==> src/rtl/swpoll_pkg.sv <==
// swpoll_pkg: shared FSM encoding, register indices and control bit positions for switch_poll_ctrl.
package swpoll_pkg;

    typedef enum logic [1:0] {S_IDLE, S_REQ, S_CAPT, S_EVAL} state_t;

    localparam logic [1:0] REG_STABLE  = 2'd0;
    localparam logic [1:0] REG_CHANGED = 2'd1;
    localparam logic [1:0] REG_CTRL    = 2'd2;
    localparam logic [1:0] REG_EVCNT   = 2'd3;

    localparam int CTRL_EN     = 0;
    localparam int CTRL_IRQ_EN = 1;

endpackage

==> src/rtl/switch_poll_ctrl_if.sv <==
// switch_poll_ctrl_if: Avalon-MM bus bundle, used for both the switch-reader master port and the host slave port.
interface switch_poll_ctrl_if;
    logic [1:0]  address;
    logic        chipselect;
    logic        read;
    logic        write;
    logic [31:0] writedata;
    logic [31:0] readdata;

    modport master (output address, chipselect, read, write, writedata, input readdata);
    modport slave  (input address, chipselect, read, write, writedata, output readdata);
endinterface

==> src/rtl/swpoll_debounce.sv <==
// swpoll_debounce: accepts a new switch value after DEBOUNCE_SAMPLES identical samples and keeps sticky change flags.
module swpoll_debounce #(
    parameter int SW_WIDTH         = 10,
    parameter int DEBOUNCE_SAMPLES = 4
) (
    input  logic                clk,
    input  logic                reset_n,
    input  logic [SW_WIDTH-1:0] sample,
    input  logic                sample_valid,
    input  logic [SW_WIDTH-1:0] w1c_mask,
    output logic [SW_WIDTH-1:0] stable,
    output logic [SW_WIDTH-1:0] changed,
    output logic                change_evt
);
    localparam int CW = $clog2(DEBOUNCE_SAMPLES);
    localparam logic [CW-1:0] SAT = CW'(DEBOUNCE_SAMPLES - 1);

    logic [SW_WIDTH-1:0] candidate;
    logic [CW-1:0]       count, count_inc;

    assign count_inc  = (count == SAT) ? count : count + 1'b1;
    assign change_evt = sample_valid && sample == candidate && count_inc == SAT && candidate != stable;

    // Newly set change bits are OR-ed in after the clear so a coincident W1C loses.
    always_ff @(posedge clk or negedge reset_n)
        if (!reset_n) begin
            candidate <= '0;
            count     <= '0;
            stable    <= '0;
            changed   <= '0;
        end else begin
            changed <= (changed & ~w1c_mask) | (change_evt ? (stable ^ candidate) : '0);
            if (sample_valid) begin
                candidate <= sample;
                count     <= (sample == candidate) ? count_inc : '0;
            end
            if (change_evt) stable <= candidate;
        end

endmodule

==> src/rtl/switch_poll_ctrl.sv <==
// switch_poll_ctrl: polls the switch reader over Avalon-MM, debounces SW and serves stable/changed/ctrl registers with a level irq.
// Define SWPOLL_EVENT_COUNT_EN to add the 16-bit accepted-change counter at register 3.
module switch_poll_ctrl
    import swpoll_pkg::*;
#(
    parameter int POLL_CYCLES      = 50000,
    parameter int DEBOUNCE_SAMPLES = 4,
    parameter int SW_WIDTH         = 10
) (
    input  logic               clk,
    input  logic               reset_n,
    switch_poll_ctrl_if.master m,
    switch_poll_ctrl_if.slave  s,
    output logic               irq
);
    localparam int TW = $clog2(POLL_CYCLES);
    localparam logic [TW-1:0] RELOAD = TW'(POLL_CYCLES - 1);

    state_t              state, state_n;
    logic [TW-1:0]       timer, timer_n;
    logic [SW_WIDTH-1:0] sample, stable, changed, w1c_mask;
    logic [1:0]          ctrl;
    logic [15:0]         evcnt;
    logic [31:0]         rd;
    logic                wr, change_evt, unused_bits;

    assign wr          = s.chipselect & s.write;
    assign w1c_mask    = (wr && s.address == REG_CHANGED) ? s.writedata[SW_WIDTH-1:0] : '0;
    assign unused_bits = ^{s.writedata[31:SW_WIDTH], m.readdata[31:SW_WIDTH]};

    assign m.address    = 2'd0;
    assign m.chipselect = (state == S_REQ);
    assign m.read       = (state == S_REQ);
    assign m.write      = 1'b0;
    assign m.writedata  = '0;

    always_ff @(posedge clk or negedge reset_n)
        if (!reset_n) begin
            state  <= S_IDLE;
            timer  <= '0;
            sample <= '0;
        end else begin
            state <= state_n;
            timer <= timer_n;
            if (state == S_CAPT) sample <= m.readdata[SW_WIDTH-1:0];
        end

    // Once REQ is issued the read/capture/evaluate sequence always completes, whatever enable does.
    always_comb begin
        state_n = state;
        timer_n = timer;
        case (state)
            S_IDLE:
                if (!ctrl[CTRL_EN]) timer_n = RELOAD;
                else if (timer == '0) state_n = S_REQ;
                else timer_n = timer - 1'b1;
            S_REQ:  state_n = S_CAPT;
            S_CAPT: state_n = S_EVAL;
            S_EVAL: begin
                state_n = S_IDLE;
                timer_n = RELOAD;
            end
        endcase
    end

    swpoll_debounce #(
        .SW_WIDTH(SW_WIDTH),
        .DEBOUNCE_SAMPLES(DEBOUNCE_SAMPLES)
    ) u_debounce (
        .clk(clk),
        .reset_n(reset_n),
        .sample(sample),
        .sample_valid(state == S_EVAL),
        .w1c_mask(w1c_mask),
        .stable(stable),
        .changed(changed),
        .change_evt(change_evt)
    );

`ifdef SWPOLL_EVENT_COUNT_EN
    always_ff @(posedge clk or negedge reset_n)
        if (!reset_n) evcnt <= '0;
        else if (wr && s.address == REG_EVCNT) evcnt <= {15'd0, change_evt};
        else if (change_evt) evcnt <= evcnt + 16'd1;
`else
    assign evcnt = '0;
`endif

    always_comb begin
        rd = '0;
        case (s.address)
            REG_STABLE:  rd[SW_WIDTH-1:0] = stable;
            REG_CHANGED: rd[SW_WIDTH-1:0] = changed;
            REG_CTRL:    rd[1:0] = ctrl;
            REG_EVCNT:   rd[15:0] = evcnt;
        endcase
    end

    always_ff @(posedge clk or negedge reset_n)
        if (!reset_n) begin
            ctrl       <= '0;
            s.readdata <= '0;
            irq        <= 1'b0;
        end else begin
            if (wr && s.address == REG_CTRL) ctrl <= s.writedata[1:0];
            s.readdata <= (s.chipselect && s.read) ? rd : '0;
            irq        <= ctrl[CTRL_IRQ_EN] & (|changed);
        end

endmodule

==> src/flat_wrapper.sv <==
// flat-port wrapper written by rule: the top's interface ports become plain ports
module switch_poll_ctrl_flat import swpoll_pkg::*;
#(
    parameter int POLL_CYCLES      = 50000,
    parameter int DEBOUNCE_SAMPLES = 4,
    parameter int SW_WIDTH         = 10
)
  (clk, reset_n, irq, m_address, m_chipselect, m_read, m_write, m_writedata, m_readdata, s_address, s_chipselect, s_read, s_write, s_writedata, s_readdata);
  switch_poll_ctrl_if m_i ();
  switch_poll_ctrl_if s_i ();
  input  logic clk;
  input  logic reset_n;
  output logic irq;
  output wire logic [$bits(m_i.address)-1:0] m_address;
  output wire logic [$bits(m_i.chipselect)-1:0] m_chipselect;
  output wire logic [$bits(m_i.read)-1:0] m_read;
  output wire logic [$bits(m_i.write)-1:0] m_write;
  output wire logic [$bits(m_i.writedata)-1:0] m_writedata;
  input wire logic [$bits(m_i.readdata)-1:0] m_readdata;
  input wire logic [$bits(s_i.address)-1:0] s_address;
  input wire logic [$bits(s_i.chipselect)-1:0] s_chipselect;
  input wire logic [$bits(s_i.read)-1:0] s_read;
  input wire logic [$bits(s_i.write)-1:0] s_write;
  input wire logic [$bits(s_i.writedata)-1:0] s_writedata;
  output wire logic [$bits(s_i.readdata)-1:0] s_readdata;
  assign m_address = m_i.address;
  assign m_chipselect = m_i.chipselect;
  assign m_read = m_i.read;
  assign m_write = m_i.write;
  assign m_writedata = m_i.writedata;
  assign m_i.readdata = m_readdata;
  assign s_i.address = s_address;
  assign s_i.chipselect = s_chipselect;
  assign s_i.read = s_read;
  assign s_i.write = s_write;
  assign s_i.writedata = s_writedata;
  assign s_readdata = s_i.readdata;
  switch_poll_ctrl #(.POLL_CYCLES(POLL_CYCLES), .DEBOUNCE_SAMPLES(DEBOUNCE_SAMPLES), .SW_WIDTH(SW_WIDTH)) u_core (.clk(clk), .reset_n(reset_n), .m(m_i), .s(s_i), .irq(irq));
endmodule
==> config.mk <==
export PLATFORM = sky130hd
export DESIGN_NAME = switch_poll_ctrl_flat
export DESIGN_NICKNAME = d
export VERILOG_FILES = /design/src/rtl/swpoll_pkg.sv /design/src/rtl/switch_poll_ctrl_if.sv /design/src/rtl/swpoll_debounce.sv /design/src/rtl/switch_poll_ctrl.sv /design/src/flat_wrapper.sv
export SDC_FILE = /design/constraint.sdc
export NUM_CORES = 1
export LEC_CHECK = 0
export ABC_AREA = 0
export BUFFER_PORTS_ARGS = -buffer_cell sky130_fd_sc_hd__buf_2
export CORE_MARGIN = 2
export CORE_UTILIZATION = 45
export CTS_CLUSTER_DIAMETER = 40
export CTS_CLUSTER_SIZE = 16
export DETAILED_ROUTE_END_ITERATION = 8
export PLACE_DENSITY = 0.74
export REMOVE_ABC_BUFFERS = 1
export SLEW_MARGIN = 40
export SYNTH_ARGS = -nofsm -noshare
export SYNTH_HDL_FRONTEND = slang
export SYNTH_SLANG_ARGS = --single-unit
==> constraint.sdc <==
create_clock -name clk -period 2.41 [get_ports clk]
set_input_delay 0.3615 -clock clk [delete_from_list [all_inputs] [get_ports clk]]
set_output_delay 0.3615 -clock clk [all_outputs]
set_load 0.01 [all_outputs]
---- Word-level counts from Yosys, hierarchy flattened ----
Cells that the tools add are included.
storage, ports and cells
  register bits ........................... 95
  input port bits ......................... 71
  output and inout bits ................... 70
  word-level logic and storage cells ...... 57
cells by class
  add/sub/neg operators ................... 2
  equal/unequal tests ..................... 13
  muxes and demuxes ....................... 13
  bitwise gates (word level) .............. 6
  reduce and logical (&&, ||, !) cells .... 13
operator list
  kind                     number
  $mux W16                 2
  $pmux W16 S2             1
  $mux W10                 3
  $logic_not A16 Y1        1
  $pmux W2 S4              2
  $pmux W8 S2              1
  $sub A16 B1 Y16 const B  1
  $eq A2 B2 Y1 const B     6
  $and A10 B10 Y10         1
  $eq A10 B10 Y1           1
  $ne A10 B10 Y1           1
  $not A10 Y10             1
  $or A10 B10 Y10          1
  $reduce_or A10 Y1        1
  $xor A10 B10 Y10         1
  $mux W2                  4
  $logic_and A1 B1 Y1      6
  $eq A2 B1 Y1 const B     2
  $logic_not A2 Y1         2
  $ne A2 B1 Y1 const B     2
  $reduce_and A2 Y1        2
  $ne A3 B3 Y1 const B     1
  $add A2 B1 Y2 const B    1
  $and A1 B1 Y1            2
  $reduce_bool A2 Y1       1

---- Depth between registers and ports, before layout ----
  word-level depth ........................ 7
  gate-level depth with buffers ........... 9
  depth with buffers taken out ............ 7

---- By module ----
A second synthesis with hierarchy kept.
second synthesis, totals
  cell total of the unflattened synthesis .. 388
  area, all modules ....................... 4,082.7 µm²
by module, submodules not included
  module            times used  cells an instance  area each (µm²)  seq. area each (µm²)
  switch_poll_ctrl  1           274                2,608.8          1,026.0
  swpoll_debounce   1           114                1,473.9          800.8

---- Worst setup path before layout ----
Ideal clock, no wire load.
  path kind ............................... register -> register
  from .................................... register u_core.timer[0]
  to ...................................... register u_core.timer[7]
  library setup time ...................... 121 ps
  arrival time ............................ 1,966 ps
  data required time ...................... 2,289 ps
  setup slack ............................. 323 ps
  cell stages (with the launch flop) ...... 10
  path buffers ............................ 2
  period minus slack after synthesis ...... 2,087 ps
  cells stage by stage .................... dfrtp_1 > inv_1 > ha_1 > nor4bb_1 > and4_1 > clkbuf_1 > a21oi_1 > clkbuf_1 > o21ai_0 > a22o_1
between the ends
  cells in the longest elaborated chain, start to end .. 4
  elaborated cells between the ends (all ways) .. 7
  those cells by class .................... 1 x add/sub; 1 x eq/ne; 3 x mux; 2 x reduce/logical
RTL lines
  item                      RTL line                source
  start: declaration        switch_poll_ctrl.sv:20  logic [TW-1:0] timer, timer_n;
  start signal: assignment  switch_poll_ctrl.sv:44  timer <= timer_n;
  $sub A16 B1 Y16           switch_poll_ctrl.sv:56  else timer_n = timer - 1'b1;
  $mux W16                  switch_poll_ctrl.sv:55  else if (timer == '0) state_n = S_REQ;
  $mux W16                  switch_poll_ctrl.sv:54  if (!ctrl[CTRL_EN]) timer_n = RELOAD;
  $pmux W16 S2              switch_poll_ctrl.sv:52  case (state)
Parallel ways exist; a longest one is shown, timed or not. The select of a mux whose other input is x is not followed.
A chain may end at the register's enable or synchronous reset.

---- Worst setup path after layout ----
  from .................................... register u_core.timer[0]
  to ...................................... register u_core.timer[12]
Same word-level chain as after synthesis.

==> insert_results.sql <==
INSERT INTO impl_metrics (metric_group, metric, value, unit) VALUES
('yosys', 'synthXorXnorAreaFrac', '4.50', '%'),
('global_route', 'grt_use_total', '15.0', '%'),
('layout', 'antenna_cells', '0', ''),
('placement', 'hpwl', '5080', 'µm'),
('yosys', 'synth.mux.area_fraction', '12.5', '%'),
('sta', 'finalCritPeriodShare', '87.3', '%'),
('yosys', 'ys.warnings.count', '0', ''),
('floorplanning', 'ios', '141', ''),
('setup_path', 'cp.depth', '8', ''),
('routing', 'route.layer.met1.wl', '3190', 'µm'),
('hold_path', 'worst_hold_path_type', 'input pin to async pin', ''),
('yosys', 'post_synth_num_cell_types', '44', ''),
('yosys', 'netlist_area', '0.00389', 'mm²'),
('clock_tree', 'clock_path_buffers', '2', ''),
('floorplanning', 'die_wd', '97.0', 'µm'),
('floorplanning', 'design.core.area', '0.00830', 'mm²'),
('power', 'p_leak', '2.01', 'nW'),
('yosys', 'yosys_register_bits', '73', ''),
('setup_path', 'path_cells', 'inv_1, ha_1, nor4bb_1, and4_1, a211oi_1, buf_4, nand2_1, o41ai_1', ''),
('sta', 'timing_hold_violations_final', '0', ''),
('setup_path', 'r2r-start', 'u_core.timer[0]', ''),
('yosys', 'syn_inst_count', '370', ''),
('floorplanning', 'design.die.area', '0.00941', 'mm²'),
('routing', 'drt_drc_violations_left', '0', ''),
('setup_path', 'reg2reg_slack', '0.31', 'ns'),
('setup_path', 'critical_path.n_buffers_inverters', '2', ''),
('sta', 'timing.fmax', '0.475', 'GHz'),
('power', 'power.density', '994', 'mW/mm²'),
('sta', 'tns', '0', 'ns'),
('placement', 'pre_cts_slack', '0.295', 'ns'),
('routing', 'route.antenna.remaining_nets', '0', ''),
('global_route', 'grt_first_pass_wirelength', '11600', 'µm'),
('power', 'ir_worst_vdd', '0.433', 'mV'),
('yosys', 'synth-edff-count', '0', ''),
('placement', 'port_buffers', '39', ''),
('sta', 'maxSlewHeadroom', '55.5', '%'),
('sta', 'final_setup_margin', '0.307', 'ns'),
('routing', 'viasPerCell', '4.88', ''),
('setup_path', 'startpoint', 'u_core.timer[0]', ''),
('routing', 'dr_total_vias', '2555', ''),
('placement', 'placed_cells', '509', ''),
('clock_tree', 'cts_hold_repair.buffers', '0', ''),
('routing', 'drt-wirelength-per-cell', '12.8', 'µm'),
('setup_path', 'worstSetupEndpointType', 'flip-flop', ''),
('yosys', 'synthFlopType', 'sky130_fd_sc_hd__dfrtp_1', ''),
('floorplanning', 'start_util', '46.9', '%'),
('setup_path', 'cp_data_required_time', '2.64', 'ns'),
('setup_path', 'path_type_of_the_worst_setup_path', 'flip-flop to flip-flop', ''),
('yosys', 'yosys.area_share.adder', '1.61', '%'),
('yosys', 'synth_compound_area_share', '8.32', '%'),
('setup_path', 'depth_of_the_worst_register_to_register_path', '8', ''),
('routing', 'routed_length_on_met2', '3010', 'µm'),
('routing', 'detailedRoute.firstPassIterationCount', '4', ''),
('layout', 'layout.nets', '491', ''),
('clock_tree', 'cts_inserted_buffers', '9', ''),
('routing', 'detailroute.wirelength.met3', '423', 'µm'),
('clock_tree', 'path_clk_slew', '0.08', 'ns'),
('sta', 'worst_pin_slew', '0.667', 'ns'),
('setup_path', 'reg2reg_capture_point', 'u_core.timer[12]', ''),
('clock_tree', 'clock_tree.htree_level_count', '3', ''),
('routing', 'top_layer_used', 'met4', ''),
('sta', 'timing.final.max_slew_violations', '0', ''),
('layout', 'post-route-cell-area', '0.00426', 'mm²'),
('global_route', 'number_of_antenna_violations_at_the_first_check_in_global_routing', '0', ''),
('clock_tree', 'worstSkewPairLatency', '0.35', 'ns'),
('sta', 'finalSetupViolations', '0', ''),
('sta', 'grt_setup_unrepaired', 'no', ''),
('yosys', 'synth_sequential_area_ratio', '46.9', '%'),
('run_status', 'outcome', 'finished clean', ''),
('yosys', 'dominant_combinational_cell_family_by_area_after_synthesis', 'buffers and inverters', ''),
('layout', 'syn_to_final_growth', '9.38', '%');
-- state kept, by name, indices dropped and copies added (netlist names) --
signal,flops
u_core.s.readdata,10
u_core.u_debounce.count,2
u_core.ctrl,2
u_core.state,2
u_core.u_debounce.candidate,10
u_core.u_debounce.changed,10
u_core.sample,10
u_core.u_debounce.stable,10
u_core.irq,1
u_core.timer,16
-- placed cells by master, fill, tap and decap left out, types with 2 or more instances in the layout --
master / Yosys / final
sky130_fd_sc_hd__dfrtp_1: 73 / 73
sky130_fd_sc_hd__conb_1: 1 / 57
sky130_fd_sc_hd__buf_2: 1 / 39
sky130_fd_sc_hd__nand2_1: 28 / 28
sky130_fd_sc_hd__mux2_2: 28 / 28
sky130_fd_sc_hd__nor2_1: 23 / 23
sky130_fd_sc_hd__o21ai_0: 21 / 21
sky130_fd_sc_hd__xnor2_1: 20 / 20
sky130_fd_sc_hd__a21oi_1: 13 / 13
sky130_fd_sc_hd__mux2i_1: 11 / 11
sky130_fd_sc_hd__inv_1: 10 / 10
sky130_fd_sc_hd__clkbuf_8: 0 / 10
sky130_fd_sc_hd__buf_4: 58 / 9
sky130_fd_sc_hd__a31oi_1: 7 / 7
sky130_fd_sc_hd__nor3_1: 7 / 7
sky130_fd_sc_hd__nor4_1: 6 / 6
sky130_fd_sc_hd__a22o_1: 5 / 5
sky130_fd_sc_hd__ha_1: 5 / 5
sky130_fd_sc_hd__nand4_1: 4 / 4
sky130_fd_sc_hd__mux2_4: 4 / 4
sky130_fd_sc_hd__nand2b_1: 4 / 4
sky130_fd_sc_hd__nand3_1: 3 / 3
sky130_fd_sc_hd__nand3b_1: 3 / 3
sky130_fd_sc_hd__bufinv_16: 0 / 3
sky130_fd_sc_hd__nor2b_1: 2 / 2
sky130_fd_sc_hd__and4b_1: 2 / 2
sky130_fd_sc_hd__or4_1: 2 / 2
sky130_fd_sc_hd__o31ai_1: 2 / 2
-- synthesized netlist by cell type (4+ instances only) --
library cell,number,share of area [%]
sky130_fd_sc_hd__mux2i_1,11,2.8
sky130_fd_sc_hd__nand2_1,28,2.7
sky130_fd_sc_hd__a21oi_1,13,1.7
sky130_fd_sc_hd__nand4_1,4,0.64
sky130_fd_sc_hd__nand2b_1,4,0.64
sky130_fd_sc_hd__nor2_1,23,2.2
sky130_fd_sc_hd__clkbuf_1,7,0.67
sky130_fd_sc_hd__buf_4,58,11
sky130_fd_sc_hd__nor4_1,6,0.96
sky130_fd_sc_hd__o21ai_0,21,2.7
sky130_fd_sc_hd__inv_1,10,0.96
sky130_fd_sc_hd__a31oi_1,7,1.1
sky130_fd_sc_hd__mux2_4,4,1.5
sky130_fd_sc_hd__nor3_1,7,0.90
sky130_fd_sc_hd__ha_1,5,1.6
sky130_fd_sc_hd__mux2_2,28,8.1
sky130_fd_sc_hd__a22o_1,5,1.1
sky130_fd_sc_hd__dfrtp_1,73,47
sky130_fd_sc_hd__xnor2_1,20,4.5
-- per-stage QoR --
stage	power, mW	hold slack [ns]
final	4.23	0.0376
after global routing	4.50	0.0959
after CTS	4.27	0.0618
after detailed placement	3.10	0.438
after global placement	3.03	0.438
after floorplan	2.67	0.0659
-- worst min path at each step --
stage                                                end  slack (ns)  depth (start not counted)
after CTS                               u_core.sample[4]        0.06                          1
after global placement                  u_core.sample[4]        0.44                          1
after floorplan                           u_core.ctrl[0]        0.07                          0
after detailed placement                u_core.sample[4]        0.44                          1
after global routing      u_core.u_debounce.candidate[8]         0.1                          1
final                     u_core.u_debounce.candidate[8]        0.04                          1
-- power breakdown --
part / total (mW) / internal [mW] / leakage, nW / switching [mW]
combinational: 1.31 / 0.656 / 0.973 / 0.653
sequential: 1.77 / 1.48 / 0.912 / 0.285
clock: 1.16 / 0.710 / 0.122 / 0.448
-- layer usage --
layer,global-route usage [%],up-vias
li1,-,1253
met1,20.9,1200
met2,22.6,93
met3,3.61,9
met4,5.85,0
met5,0,-
-- cell families after synthesis --
group | count (synthesis)
AOI/OAI and AO/OA | 54
buffers and inverters | 81
xor gates and xnor gates | 20
other | 1
DFF | 73
muxes | 43
adders and majority gates | 5
and+or+nand+nor | 93
-- layout make-up --
type	instances	area, µm²	area share, %
tap	105	131	3.08
multi-input combinational	272	1740	40.8
inverter	10	37.5	0.881
timing repair buffer	49	283	6.64
clock buffer	10	138	3.23
clock inverter	5	104	2.44
sequential	73	1830	42.9
(Power assumes the default switching activity.)
